==> src/rtl/lock_guard.sv <==
// Code lock controller: checks submitted codes, holds the lock open for OPEN_SEC
// seconds and locks out after MAX_FAIL misses. Define LOCK_GUARD_ALARM_EN for the buzzer.
module lock_guard #(
    parameter int CLK_FREQ = 50000000,
    parameter int MAX_FAIL = 3,
    parameter int OPEN_SEC = 5,
    parameter int LOCK_SEC = 10
) (
    input  logic       clk,
    input  logic       rst,
    input  logic       enter_trig,
    input  logic       init_trig,
    input  logic       com_result,
    output logic       unlock,
    output logic       locked_out,
    output logic [3:0] fail_cnt,
    output logic [3:0] sec_left,
    output logic       alarm
);

    localparam int PRESC_W = (CLK_FREQ > 1) ? $clog2(CLK_FREQ) : 1;
    localparam logic [PRESC_W-1:0] PRESC_MAX = PRESC_W'(CLK_FREQ - 1);
    localparam logic [3:0] MAX4  = 4'(MAX_FAIL);
    localparam logic [3:0] OPEN4 = 4'(OPEN_SEC);
    localparam logic [3:0] LOCK4 = 4'(LOCK_SEC);

    typedef enum logic [1:0] {IDLE, CHECK, OPEN, LOCKOUT} state_t;

    state_t             state, next_state;
    logic [3:0]         fail_next, sec_next, fail_inc;
    logic [PRESC_W-1:0] presc;
    logic               timed, tick, entering;

    assign timed    = (state == OPEN) || (state == LOCKOUT);
    assign tick     = timed && (presc == PRESC_MAX);
    assign entering = (next_state != state);
    assign fail_inc = (fail_cnt >= MAX4) ? MAX4 : fail_cnt + 4'd1;

    always_comb begin
        next_state = state;
        fail_next  = fail_cnt;
        sec_next   = sec_left;
        case (state)
            IDLE: begin
                sec_next = 4'd0;
                if (init_trig)
                    fail_next = 4'd0;
                if (enter_trig)
                    next_state = CHECK;
            end
            CHECK: begin
                if (com_result) begin
                    fail_next  = 4'd0;
                    sec_next   = OPEN4;
                    next_state = OPEN;
                end else begin
                    fail_next = fail_inc;
                    if (fail_inc == MAX4) begin
                        sec_next   = LOCK4;
                        next_state = LOCKOUT;
                    end else begin
                        next_state = IDLE;
                    end
                end
            end
            OPEN: begin
                if (init_trig)
                    fail_next = 4'd0;
                // A submit while open relocks without consulting the comparator
                if (enter_trig) begin
                    sec_next   = 4'd0;
                    next_state = IDLE;
                end else if (tick) begin
                    if (sec_left <= 4'd1) begin
                        sec_next   = 4'd0;
                        next_state = IDLE;
                    end else begin
                        sec_next = sec_left - 4'd1;
                    end
                end
            end
            LOCKOUT: begin
                if (tick) begin
                    if (sec_left <= 4'd1) begin
                        sec_next   = 4'd0;
                        fail_next  = 4'd0;
                        next_state = IDLE;
                    end else begin
                        sec_next = sec_left - 4'd1;
                    end
                end
            end
            default: next_state = IDLE;
        endcase
    end

    always_ff @(posedge clk) begin
        if (rst) begin
            state      <= IDLE;
            fail_cnt   <= 4'd0;
            sec_left   <= 4'd0;
            presc      <= '0;
            unlock     <= 1'b0;
            locked_out <= 1'b0;
        end else begin
            state      <= next_state;
            fail_cnt   <= fail_next;
            sec_left   <= sec_next;
            unlock     <= (next_state == OPEN);
            locked_out <= (next_state == LOCKOUT);
            // Prescaler restarts whenever a timed state is (re)entered
            if (entering || !((next_state == OPEN) || (next_state == LOCKOUT)) || tick)
                presc <= '0;
            else
                presc <= presc + 1'b1;
        end
    end

`ifdef LOCK_GUARD_ALARM_EN
    localparam int ALARM_DIV = (CLK_FREQ / 4 < 1) ? 1 : CLK_FREQ / 4;
    localparam int ALARM_W   = (ALARM_DIV > 1) ? $clog2(ALARM_DIV) : 1;
    localparam logic [ALARM_W-1:0] ALARM_MAX = ALARM_W'(ALARM_DIV - 1);

    logic [ALARM_W-1:0] alarm_cnt;

    always_ff @(posedge clk) begin
        if (rst) begin
            alarm     <= 1'b0;
            alarm_cnt <= '0;
        end else if (next_state == LOCKOUT) begin
            if (state != LOCKOUT) begin
                alarm     <= 1'b1;
                alarm_cnt <= '0;
            end else if (alarm_cnt == ALARM_MAX) begin
                alarm     <= ~alarm;
                alarm_cnt <= '0;
            end else begin
                alarm_cnt <= alarm_cnt + 1'b1;
            end
        end else begin
            alarm     <= 1'b0;
            alarm_cnt <= '0;
        end
    end
`else
    assign alarm = 1'b0;
`endif

endmodule

==> config.mk <==
export PLATFORM = sky130hd
export DESIGN_NAME = lock_guard
export DESIGN_NICKNAME = d
export VERILOG_FILES = /design/src/rtl/lock_guard.sv
export SDC_FILE = /design/constraint.sdc
export NUM_CORES = 1
export LEC_CHECK = 0
export BUFFER_PORTS_ARGS = -buffer_cell sky130_fd_sc_hd__buf_2
export CAP_MARGIN = 10
export CORE_MARGIN = 5
export CORE_UTILIZATION = 45
export DETAILED_ROUTE_END_ITERATION = 10
export PLACE_DENSITY = 0.63
export SYNTH_ARGS = -nofsm -noshare
export SYNTH_HDL_FRONTEND = slang
export SYNTH_SLANG_ARGS = --single-unit
==> constraint.sdc <==
create_clock -name clk -period 2.66 [get_ports clk]
set_clock_uncertainty 0.15 [all_clocks]
set_input_delay 0.266 -clock clk [delete_from_list [all_inputs] [get_ports clk]]
set_output_delay 0.266 -clock clk [all_outputs]
set_load 0.02 [all_outputs]
== Yosys cells after proc, flatten, opt, wreduce, memory -nomap -nowiden ==
Cells that the tools add are included.

* Flip-flop bits (word level): 38
* Output and inout bits: 11
* Logic and storage cells: 52

* Add/sub/neg operators: 3
* Magnitude comparators: 2
* Eq/ne operators: 12
* Muxes and demuxes: 19
* Reductions and logical operators: 10

{| class="wikitable"
|+ Operator list
! cell !! number
|-
| 4-bit two-way mux || 10
|-
| 26-bit by 1-bit adder with 26-bit output, second input constant || 1
|-
| 26-bit equality test, second input constant || 1
|-
| 4-bit case mux with 4 select lines || 1
|-
| 2-bit two-way mux || 6
|-
| 4-bit case mux with 3 select lines || 1
|-
| 2-bit equality test, second input constant || 4
|-
| 2-bit case mux with 4 select lines || 1
|-
| 4-bit by 1-bit adder with 4-bit output, second input constant || 1
|-
| 4-bit by 2-bit equality test with 1-bit output, second input constant || 1
|-
| 4-bit by 2-bit greater-or-equal comparator with 1-bit output, second input constant || 1
|-
| 4-bit by 1-bit <= comparator with 1-bit output, second input constant || 1
|-
| 1-bit logical OR || 4
|-
| 2-bit by 1-bit inequality test with 1-bit output, second input constant || 2
|-
| 2-bit OR reduction || 2
|-
| 4-bit by 1-bit subtractor with 4-bit output, second input constant || 1
|-
| 3-bit inequality test, second input constant || 1
|-
| 3-bit AND reduction || 1
|-
| 2-bit by 1-bit equality test with 1-bit output, second input constant || 1
|-
| 2-bit zero test || 1
|-
| 2-bit inequality test || 1
|-
| 2-bit inequality test, second input constant || 1
|-
| 1-bit logical AND || 1
|-
| 1-bit zero test || 1
|}

== Depth between registers and ports, before layout ==
* Depth after elaboration: 12
* Depth in mapped cells: 8

== Worst setup path before layout ==
OpenSTA, ideal clock, no wires.

* Kind: register to register
* From: register presc[0]
* To: register sec_left[1]
* Arrival: 1739 ps
* Required time: 2419 ps
* Slack: 680 ps
* Cell stages (with the launch flop): 8
* Buffers on the path: 1
* Clock period less this slack: 1980 ps
* Path through: dfxtp_1 -> ha_1 -> and4_1 -> buf_4 -> and2_4 -> nand3_4 -> or4_1 -> a311oi_1

* Cells in the longest elaborated chain, start to end: 5

{| class="wikitable"
|+ Ends and longest elaborated chain
! item !! line !! text
|-
| start, declared || 31 || <nowiki>logic [PRESC_W-1:0] presc;</nowiki>
|-
| start signal, assigned || 115 || <nowiki>presc <= presc + 1'b1;</nowiki>
|-
| 26-bit equality test (*) || 35 || <nowiki>assign tick = timed && (presc == PRESC_MAX);</nowiki>
|-
| 1-bit logical AND (*) || 35 ||
|-
| 4-bit two-way mux (*) || - ||
|-
| 4-bit two-way mux || - ||
|-
| 4-bit case mux with 4 select lines (*) || - ||
|-
| end signal, assigned || 108 || <nowiki>sec_left <= sec_next;</nowiki>
|-
| end, declared || 17 || <nowiki>output logic [3:0] sec_left,</nowiki>
|}

Every way passes the cells marked *; elsewhere a longest branch is shown, timed or not.
A chain may end at the register's enable or synchronous reset.

== Worst setup path in the final report ==
Same ends and word-level chain as after synthesis.

==> results.py <==
metrics = {
    "timing": {
        "post-route-period-util_pct": 81.4,
        "setup_viol": 0,
        "layout_min_cycle_time_ns": 2.17,
        "rsz0062_at_grt": "no",
        "fmax_ghz": 0.462,
        "tightestPinTransition_ns": 0.591,
        "hold_viol": 0,
        "relSlewSlack_pct": 60.5,
        "slew_viol_final": 0,
        "finalSetupTns_ns": 0,
    },
    "worst_setup_path": {
        "setup.worst_path.class": "reg2reg",
        "path_max_fanout": 7,
        "cp.required_ns": 2.71,
        "r2r-end": "sec_left[1]",
        "cp.arrival_ns": 2.22,
        "r2r-start": "presc[0]",
        "crit_path_start_kind": "flop",
        "ff2ff_path_depth": 6,
        "reg2reg_slack_ns": 0.49,
        "endpoint_kind": "flop",
        "critPathLaunch": "presc[0]",
    },
    "route": {
        "met1Wirelength_mm": 1.89,
        "firstDrtPassIters": 4,
        "drc": 0,
        "dr_wl_met2_mm": 1.55,
        "routed_wl_mm": 3.61,
        "topRoutingLayerUsed": "met4",
        "ant_nets": 0,
        "viasPerCell": 5.17,
        "wl_per_cell_um": 12.7,
        "dr_wl_met3_um": 113,
        "first_iter_violations": 77,
        "vias": 1469,
    },
    "global_routing": {
        "antenna_found_initial": 0,
        "grt_pass1_vias": 1373,
        "grt_pass1_wl_mm": 6.20,
        "grt_remaining_overflow": 0,
        "grt_start_max_net_pins": 19,
        "grtUsageTotal_pct": 14.6,
    },
    "cts": {
        "cts.reportedPaths.clkPinSlew_ns": 0.08,
        "ctsHtreeMaxLevel": 2,
        "hold_buffers": 0,
        "ctsResizeCount": 0,
        "cts_tree": "done",
        "cts-root-buf": "clkbuf_8",
        "clockBufferDepth": 2,
        "clock_latency_ns": 0.29,
        "cts.sinks": 38,
        "cts_buffers": 5,
        "postCtsSetupRepairBufs": 0,
    },
    "worst_hold_path": {
        "hold_depth": 3,
        "whs_endpoint": "state[0]",
        "hp-class": "in2reg",
        "hold_path.startpoint": "enter_trig",
    },
    "floorplanning": {
        "pin_count": 16,
        "rows": 23,
        "initial_utilization_pct": 46.1,
        "die_x_um": 74.0,
        "core_area_mm2": 0.00400,
        "die-height_um": 74.0,
        "die-area_mm2": 0.00548,
    },
    "logic_synthesis": {
        "syn-num-nets": 227,
        "synth_mux_area_share_pct": 1.08,
        "synth_fa_ha_area_share_pct": 2.71,
        "synth-seq-cells": 38,
        "synth-simple-area-share_pct": 31.5,
        "yosysWarnings": 0,
        "async_reset_ff_share_pct": 0,
        "synth.most_common_cell": "dfxtp_1",
        "synthCells": 218,
        "synth_compound_area_share_pct": 8.88,
        "yosys.area.top_type": "dfxtp_1",
        "avgSynthCellArea_um2": 8.47,
        "yosysSeqAreaShare_pct": 41.2,
        "synth_common_cells": "dfxtp_1 (38), nor2_1 (35), nand3_1 (14)",
        "synth_edf_count": 0,
        "synth_top_family_by_area": "simple AND/OR/NAND/NOR gates",
        "synth_xor_xnor_area_share_pct": 10.9,
        "syn_area_mm2": 0.00185,
        "synth-main-ff-cell": "dfxtp_1",
        "synth_top_area_share_pct": 41.2,
        "ys_top_cells_by_area": "dfxtp_1 (41%), nor2_1 (7.1%), xnor2_1 (5.7%)",
        "yosysUniqueCellTypes": 40,
    },
    "placement": {
        "place_congestion": 0.782,
        "port_buffers": 14,
        "dp_hpwl_mm": 2.64,
    },
    "pwr": {
        "peakVddDrop_v": 0.000380,
        "p_sw_share_pct": 20.2,
        "power_frac_comb_pct": 4.5,
        "p_leak_nw": 0.748,
        "p_switching_uw": 253,
        "clkPwrFrac_pct": 48.6,
        "power_density_mw_per_mm2": 593,
        "internal_power_uw": 997,
        "p_total_mw": 1.25,
        "seqPwrFrac_pct": 46.9,
    },
    "cells_and_area": {
        "area_growth_pct": 14.2,
        "fill_cells": 395,
        "fin_nets": 242,
        "drive_gt1_share_pct": 13.7,
        "antenna_cells": 0,
    },
    "status": {
        "outcome": "completed",
    },
    "flow_run": {
        "drv_cap": 0,
    },
}
[cell families (layout without fill, tap and decap cells)]
logic type               Yosys count  after routing
other                              1              1
flip-flops                        38             38
AND/OR/NAND/NOR                  109            109
buffers and inverters             14             30
multiplexers                       2              2
adder cells (fa/ha/maj)            4              4
AO/OA/AOI/OAI                     27             27
XOR/XNOR                          23             23
[sequential cells by signal (all words and copies together), names as in the netlist]
signal,cells
fail_cnt,4
locked_out,1
presc,26
sec_left,4
state,2
unlock,1
[area by class of cell]
class	count	area [um2]	area share [%]
clock inverter	2	60.1	2.85
clock buffer	6	82.6	3.92
timing repair buffer	16	97.6	4.63
multi-input combinational	166	1020	48.5
tap	50	62.6	2.97
inverter	6	22.5	1.07
sequential	38	761	36.1
[worst max-delay path: stages, from the launching register on]
cell and delay [ns]:
dfxtp_1 0.37, ha_1 0.22, and4_1 0.34, and2_4 0.21, nand3_4 0.10, or4_1 0.48
a311oi_1 0.21
[through the flow]
step	utilization, %	std cells	area (um2)	hold slack (ns)	setup slack, ns
2_1_floorplan	-	218	1850	0.262	0.680
3_3_place_gp	49.1	276	1960	0.297	0.577
3_5_place_dp	49.1	276	1960	0.305	0.502
4_1_cts	52.7	284	2110	0.121	0.488
5_1_grt	52.7	284	2110	0.138	0.308
6_report	52.7	284	2110	0.124	0.494
[layout by cell type (no fill, tap or decap), types with 5 or more instances in the layout]
cell type and n:
dfxtp_1 38, nor3b_1 5, nand3_1 14, nor2_1 35, buf_2 14, nand4_1 8
xnor2_1 12, o21ai_0 8, xor2_1 11, nor3_1 11, inv_1 6, nand2_1 11
a21oi_1 6, and3_1 5, clkbuf_8 6
[worst max-delay path by stage]
stage	endpoint	cells after the start	slack, ns
2_1_floorplan	sec_left[1]	7	0.68
3_3_place_gp	sec_left[1]	6	0.58
3_5_place_dp	sec_left[1]	6	0.50
4_1_cts	sec_left[1]	6	0.49
5_1_grt	fail_cnt[0]	7	0.31
6_report	sec_left[1]	6	0.49
[power by group through the flow]
stage          Clock (mW)  Combinational, mW  Sequential, mW
2_1_floorplan           0             0.0431           0.596
5_1_grt             0.639             0.0633           0.588
3_3_place_gp            0             0.0563           0.599
3_5_place_dp            0             0.0557           0.599
4_1_cts             0.616             0.0564           0.586
6_report            0.607             0.0561           0.587
[metal layers]
| metal | up-vias | GRT usage, % |
|---|---|---|
| li1 | 790 | - |
| met1 | 659 | 20.2 |
| met2 | 13 | 21.3 |
| met3 | 7 | 4.19 |
| met4 | 0 | 6.04 |
| met5 | - | 0 |
Note: power is estimated with default switching activity, not from simulation.
